File: config.mk
export PLATFORM = sky130hd
export DESIGN_NAME = decim_sched
export DESIGN_NICKNAME = d
export VERILOG_FILES = /design/src/rtl/decim_sched.sv
export SDC_FILE = /design/constraint.sdc
export NUM_CORES = 1
export LEC_CHECK = 0
export CAP_MARGIN = 0
export CELL_PAD_IN_SITES_DETAIL_PLACEMENT = 1
export CELL_PAD_IN_SITES_GLOBAL_PLACEMENT = 1
export CORE_AREA = 8 8 111 154
export CTS_CLUSTER_DIAMETER = 30
export DETAILED_ROUTE_END_ITERATION = 8
export DIE_AREA = 0 0 119 162
export PLACE_DENSITY_LB_ADDON = 0.25
export SYNTH_ARGS = -nofsm -noshare
export SYNTH_HDL_FRONTEND = slang
export SYNTH_SLANG_ARGS = --single-unit
File: constraint.sdc
create_clock -name fast_clk -period 2.43 [get_ports fast_clk]
set_clock_uncertainty 0.15 [all_clocks]
set_input_delay 0.486 -clock fast_clk [delete_from_list [all_inputs] [get_ports fast_clk]]
set_output_delay 0.486 -clock fast_clk [all_outputs]
set_load 0.02 [all_outputs]
File: src/rtl/decim_sched.sv
// rtl/decim_sched.sv - decimating sample scheduler with phase alignment and ensemble framing
//
// Keeps one of every R valid input samples after discarding an initial
// alignment phase. It frames a fixed-length ensemble of outputs behind a
// single-entry output register that uses a valid/ready handshake.
//
// Ports:
//   fast_clk                 clock, all logic on the rising edge
//   reset_n                  synchronous active-low reset
//   cfg_ratio/phase/len      ensemble configuration, latched on an accepted start
//   start, abort             ensemble control
//   din_valid_Ff/re/im       input sample stream (no backpressure)
//   dout_valid/ready/re/im   output sample stream
//   dout_last                final output of the ensemble
//   busy, done, overflow     status

module decim_sched (
    input  logic        fast_clk,
    input  logic        reset_n,
    input  logic [3:0]  cfg_ratio,
    input  logic [3:0]  cfg_phase,
    input  logic [7:0]  cfg_len,
    input  logic        start,
    input  logic        abort,
    input  logic        din_valid_Ff,
    input  logic [31:0] din_re_Ff,
    input  logic [31:0] din_im_Ff,
    output logic        dout_valid,
    input  logic        dout_ready,
    output logic [31:0] dout_re,
    output logic [31:0] dout_im,
    output logic        dout_last,
    output logic        busy,
    output logic        done,
    output logic        overflow
);

    typedef enum logic [1:0] {IDLE, ALIGN, RUN, DRAIN} state_t;

    state_t      state;
    state_t      state_nx;
    logic [3:0]  ratio_q;
    logic [3:0]  phase_q;
    logic [8:0]  len_q;
    logic [3:0]  align_cnt;
    logic [3:0]  ph_cnt;
    logic [8:0]  out_cnt;

    logic        accept;
    logic        handshake;
    logic        keep;
    logic        load;
    logic        drop;
    logic        load_last;
    logic        finish;
    logic        kill;
    logic [3:0]  phase_clamped;

    assign busy = (state != IDLE);

    always_ff @(posedge fast_clk) begin
        if (!reset_n) begin
            state <= IDLE;
        end else begin
            state <= state_nx;
        end
    end

    always_comb begin
        state_nx      = state;
        accept        = 1'b0;
        load          = 1'b0;
        drop          = 1'b0;
        load_last     = 1'b0;
        finish        = 1'b0;
        handshake     = dout_valid && dout_ready;
        keep          = din_valid_Ff && (ph_cnt == 4'd0);
        kill          = abort && (state != IDLE);
        phase_clamped = (cfg_phase > cfg_ratio) ? cfg_ratio : cfg_phase;

        case (state)
            IDLE: begin
                if (start && !abort) begin
                    accept   = 1'b1;
                    state_nx = (phase_clamped != 4'd0) ? ALIGN : RUN;
                end
            end
            ALIGN: begin
                if (din_valid_Ff && (align_cnt + 4'd1 == phase_q)) begin
                    state_nx = RUN;
                end
            end
            RUN: begin
                if (keep) begin
                    // The output register is only blocked when it is full and
                    // not draining this cycle; a same-cycle handshake frees it.
                    if (dout_valid && !dout_ready) begin
                        drop = 1'b1;
                    end else begin
                        load = 1'b1;
                        if (out_cnt + 9'd1 == len_q) begin
                            load_last = 1'b1;
                            state_nx  = DRAIN;
                        end
                    end
                end
            end
            DRAIN: begin
                if (handshake) begin
                    finish   = 1'b1;
                    state_nx = IDLE;
                end
            end
            default: state_nx = IDLE;
        endcase

        // Abort overrides everything, including a handshake in DRAIN.
        if (kill) begin
            state_nx  = IDLE;
            load      = 1'b0;
            drop      = 1'b0;
            load_last = 1'b0;
            finish    = 1'b0;
        end
    end

    always_ff @(posedge fast_clk) begin
        if (!reset_n) begin
            ratio_q    <= 4'd0;
            phase_q    <= 4'd0;
            len_q      <= 9'd0;
            align_cnt  <= 4'd0;
            ph_cnt     <= 4'd0;
            out_cnt    <= 9'd0;
            dout_valid <= 1'b0;
            dout_re    <= 32'd0;
            dout_im    <= 32'd0;
            dout_last  <= 1'b0;
            done       <= 1'b0;
            overflow   <= 1'b0;
        end else begin
            done <= finish;

            if (accept) begin
                ratio_q   <= cfg_ratio;
                phase_q   <= phase_clamped;
                len_q     <= (cfg_len == 8'd0) ? 9'd256 : {1'b0, cfg_len};
                overflow  <= 1'b0;
                align_cnt <= 4'd0;
                ph_cnt    <= 4'd0;
                out_cnt   <= 9'd0;
            end

            if (state == ALIGN && din_valid_Ff) begin
                align_cnt <= align_cnt + 4'd1;
            end

            if (state == RUN && din_valid_Ff) begin
                ph_cnt <= (ph_cnt == ratio_q) ? 4'd0 : ph_cnt + 4'd1;
            end

            if (drop) begin
                overflow <= 1'b1;
            end

            if (handshake) begin
                dout_valid <= 1'b0;
            end

            if (load) begin
                dout_valid <= 1'b1;
                dout_re    <= din_re_Ff;
                dout_im    <= din_im_Ff;
                dout_last  <= load_last;
                out_cnt    <= out_cnt + 9'd1;
            end

            if (finish || kill) begin
                dout_valid <= 1'b0;
                dout_last  <= 1'b0;
            end
        end
    end

endmodule

* After elaboration in Yosys (flattened, before gate mapping)
Cells that the tools add are included.
** Word-level totals
- Bits in registers :: 104
- Input bits :: 86
- Output and inout port bits :: 69
- Word-level logic and storage cells :: 92
** Operators by class
- Add/subtract/negate cells :: 3
- Order comparisons :: 1
- Eq/ne operators :: 12
- Mux-type cells :: 38
- Bitwise gates (word level) :: 1
- Reductions and logical operators :: 24
** Operators with widths (number)
- $mux 9 :: 3
- $mux 1 :: 22
- $mux 4 :: 5
- $mux 2 :: 7
- $ne 2x2->1 const B :: 6
- $reduce_bool 2->1 :: 6
- $add 9x1->9 const B :: 1
- $eq 9x9->1 :: 1
- $add 4x1->4 const B :: 2
- $eq 4x4->1 :: 2
- $logic_and 1x1->1 :: 8
- $logic_not 8->1 :: 1
- $pmux 2 s4 :: 1
- $reduce_and 6->1 :: 1
- $eq 2x2->1 const B :: 2
- $gt 4x4->1 :: 1
- $logic_not 4->1 :: 1
- $reduce_bool 4->1 :: 1
- $reduce_or 2->1 :: 2
- $eq 2x1->1 const B :: 1
- $logic_not 1->1 :: 2
- $logic_not 2->1 :: 1
- $logic_or 1x1->1 :: 1
- $not 1->1 :: 1

* Logic depth before layout (Yosys ltp)
Gate-level depths: netlist of the first run.
- Depth in word-level cells :: 7
- Mapped depth :: 9
- Mapped depth without buffers :: 8

* Least setup slack after synthesis of the first run
Ideal clock, no wire load.
- Kind :: input port to flip-flop
- Start :: input port cfg_ratio[1]
- End :: register state[1]
- Setup time :: 116 ps
- Arrival time :: 1875 ps
- Data required time :: 2164 ps
- Path slack :: 289 ps
- Stages on the path :: 8
- Path buffers :: 0
- Cells stage by stage :: inv_1 > ha_1 > nor2b_1 > o41ai_2 > or3_1 > a311oi_1 > and3_1 > a41o_1
** Between the ends
- Word-level cells in the longest chain between the ends :: 6
** RTL lines
- start, declared :: RTL line 20 : input logic [3:0] cfg_ratio,
- $gt 4x4->1 :: RTL line 79 : phase_clamped = (cfg_phase > cfg_ratio) ? cfg_ratio : cfg_phase;
- $mux 4 * :: RTL line 79
- $reduce_bool 4->1 * :: RTL line 85 : state_nx = (phase_clamped != 4'd0) ? ALIGN : RUN;
- $mux 2 * :: RTL line 85
- $mux 2 * :: RTL line 83 : if (start && !abort) begin
- $pmux 2 s4 * :: RTL line 81 : case (state)
- end signal, assigned :: RTL line 65 : state <= state_nx;
- end, declared :: RTL line 40 : state_t state;
Every way passes the cells marked *; elsewhere a longest branch is shown, timed or not. The select of a mux whose other input is x is not followed.
A chain may end at the register's enable or synchronous reset.

* Final worst setup path of the first run
Ends and elaborated chain as after synthesis.

==> flow_summary.json, run 1 <==
{
  "status": "finished clean",
  "hold_ws_ps": 303,
  "cts-htree-levels": 3,
  "gp_congestion": 0.850,
  "sw_frac_of_total": 0.306,
  "die_w_microns": 119,
  "synth_seq_area_share": 0.438,
  "drt-initial-drc-count": 207,
  "p_int_mw": 3.08,
  "clockBufferDepth": 2,
  "postRouteAntennaNets": 0,
  "cp-end-kind": "register",
  "ir_drop_v": 0.000346,
  "start_util": 0.322,
  "synth_edf_count": 0,
  "dieArea_sq_um": 19300,
  "p_per_area_nw_per_um2": 640,
  "power_frac_seq": 0.428,
  "numCtsBuffers": 9,
  "power_frac_clock": 0.310,
  "whs_path_depth": 2,
  "synth_area_leaders": "dfxtp_1, nand2_1, a21boi_1, ha_1, clkbuf_1",
  "multi_input_area_sq_um": 2500,
  "pre_cts_ws_ps": -294,
  "drc": 0,
  "clock_sinks": 104,
  "grt-ovfl-total": 0,
  "p_switching_mw": 1.36,
  "first_pass_iters": 4,
  "antenna_found_initial": 0,
  "slew_headroom": 0.661,
  "worstSkewPairLatency_ps": 340,
  "start_kind": "input port",
  "clkTransAtPathRegs_ps": 70,
  "grt_util_met3": 0.0330,
  "postSynthCellCount": 573,
  "pwr-share-comb": 0.262,
  "syn_area_per_cell_sq_um": 8.30,
  "grtUsageTotal": 0.156,
  "ys.flop_type": "dfxtp_1",
  "min_period_ps": 2360,
  "crit_required_ps": 2560,
  "timing.final.ws_setup_ps": 67.4,
  "cts_root_buffer": "clkbuf_16",
  "diodes": 0,
  "yosys_register_bits": 104,
  "vias": 4528,
  "port_buffers": 154,
  "ctsHoldBuffers": 0,
  "synth_nets": 671,
  "grt_use_met2": 0.298,
  "path_max_fanout": 3,
  "grt_use_met1": 0.158,
  "fmax_mhz": 423,
  "die_h_microns": 162,
  "yosysWarningCount": 0,
  "rows": 53,
  "ios": 155,
  "worst_pin_slew_ps": 508,
  "dpl_cell_area_sq_um": 6640,
  "synth_cell_types": 52,
  "power.total_mw": 4.44,
  "fill_cells": 1710,
  "routed_wl_mm": 15.1,
  "gr-max-usage-layer": "met2",
  "layout-drive-gt1-share": 0.0804,
  "regArea_sq_um": 2080,
  "grt_pass1_wl_mm": 24.5,
  "synth_top_cell_by_area": "dfxtp_1",
  "finalSetupViolations": 0,
  "yosys-top-cells-count": "nand2_1, dfxtp_1, a21boi_1, clkbuf_1, nand3_1",
  "grt_max_degree": 60,
  "synth_top_area_frac": 0.438,
  "finalNetCount": 828,
  "synth_area_sq_um": 4750,
  "rr_worst_depth": 7,
  "p_leak_nw": 2.53,
  "crit_type": "in2reg",
  "wire_per_inst_microns": 16.3,
  "postLayoutCellArea_sq_um": 6940,
  "area_growth_pct": 45.9,
  "core_area_sq_um": 14800,
  "synth_most_common_cell": "nand2_1",
  "hold_class": "reg2reg",
  "worst_ep_arrival_time_ps": 2500,
  "async_reset_ff_frac": 0,
  "drv_slew": 0,
  "hold_viol": 0,
  "post-dp-hpwl_mm": 11.8,
  "grt_pass1_vias": 4877,
  "grt_setup_unrepaired": "true",
  "period_share": 0.972,
  "cts_tree": "done",
  "viasPerCell": 4.89,
  "drv_cap": 0,
  "post_cts_buffers": 0
}
==> cell families after synthesis <==
logic type,after synthesis,synth area share
xor+xnor,20,0.0384
buf+inv,47,0.0392
fa+ha+maj,12,0.0316
compound gates,136,0.211
simple gates,254,0.242
flops,104,0.438
==> path summary, 6_finish.rpt <==
check / to / slack, ps / startpoint
worst max-delay path: state[1] / 70 / cfg_ratio[1]
worst min-delay path: dout_im[14] / 300 / dout_im[14]
worst min register to register: dout_im[14] / 300 / dout_im[14]
worst max register to register: state[0] / 160 / out_cnt[1]
==> registers in the layout, indices dropped and copies added (netlist names) <==
register	cells
phase_q	4
out_cnt	9
done	1
ratio_q	4
align_cnt	4
dout_im	32
dout_last	1
ph_cnt	4
overflow	1
dout_valid	1
len_q	9
dout_re	32
state	2
==> cells in the final DEF, fill, tap and decap left out, types with 9 or more instances in the layout <==
cell type	count
nand3_1	18
xnor2_1	10
o21ai_0	15
clkbuf_16	9
buf_4	21
ha_1	11
nand2_1	170
clkdlybuf4s50_1	152
nor2_1	14
xor2_1	9
dfxtp_1	104
a21oi_1	11
a21boi_1	81
inv_1	12
==> routing by layer <==
metal / up-vias / routed length [microns]
li1: 2246 / -
met1: 2146 / 6040
met2: 114 / 8030
met3: 22 / 637
met4: 0 / 389
met5: - / 0
==> critical path: stages <==
cell             delay, ps
clkdlybuf4s50_1        480
inv_1                   50
ha_1                   290
nor2b_1                160
o41ai_2                 90
or3_1                  370
a311oi_1               280
and3_1                 190
a41o_1                  90
==> metrics by stage <==
stage               setup TNS [ps]  utilization  std cells
floorplan                        0            -        573
global placement              -563        0.449        911
detailed placement           -3000        0.449        911
CTS                              0        0.468        926
global route                 -41.8        0.469        926
finish                           0        0.469        926
==> cell type report <==
type,count,area share
flip-flops and latches,104,0.300
well taps,192,0.0346
multi-input cells,422,0.361
clock buffers,9,0.0325
inverters,13,0.00704
repair buffers,180,0.257
clock inverters,6,0.00758
==> power groups by stage <==
stage,sequential [mW],clock [mW],combinational [mW]
after detailed placement,1.94,0,1.19
after floorplan,2.01,0,0.553
final,1.90,1.38,1.16
after global placement,1.93,0,1.15
after CTS,1.90,1.43,1.19
after global routing,1.91,1.50,1.28
==> timing repair <==
action / CTS / global route
endpoints found under the setup margin: 1 / 32
resized for setup: 1 / 5
pin swaps: 0 / 1
Note: power is estimated with default switching activity, not from simulation.
==> inputs of run 2 (changes only) <==
Settings changed: HOLD_SLACK_MARGIN set to 0.15.
==> results of run 2 <==
No change in the layout: final DEF, timing and power equal those of run 1.
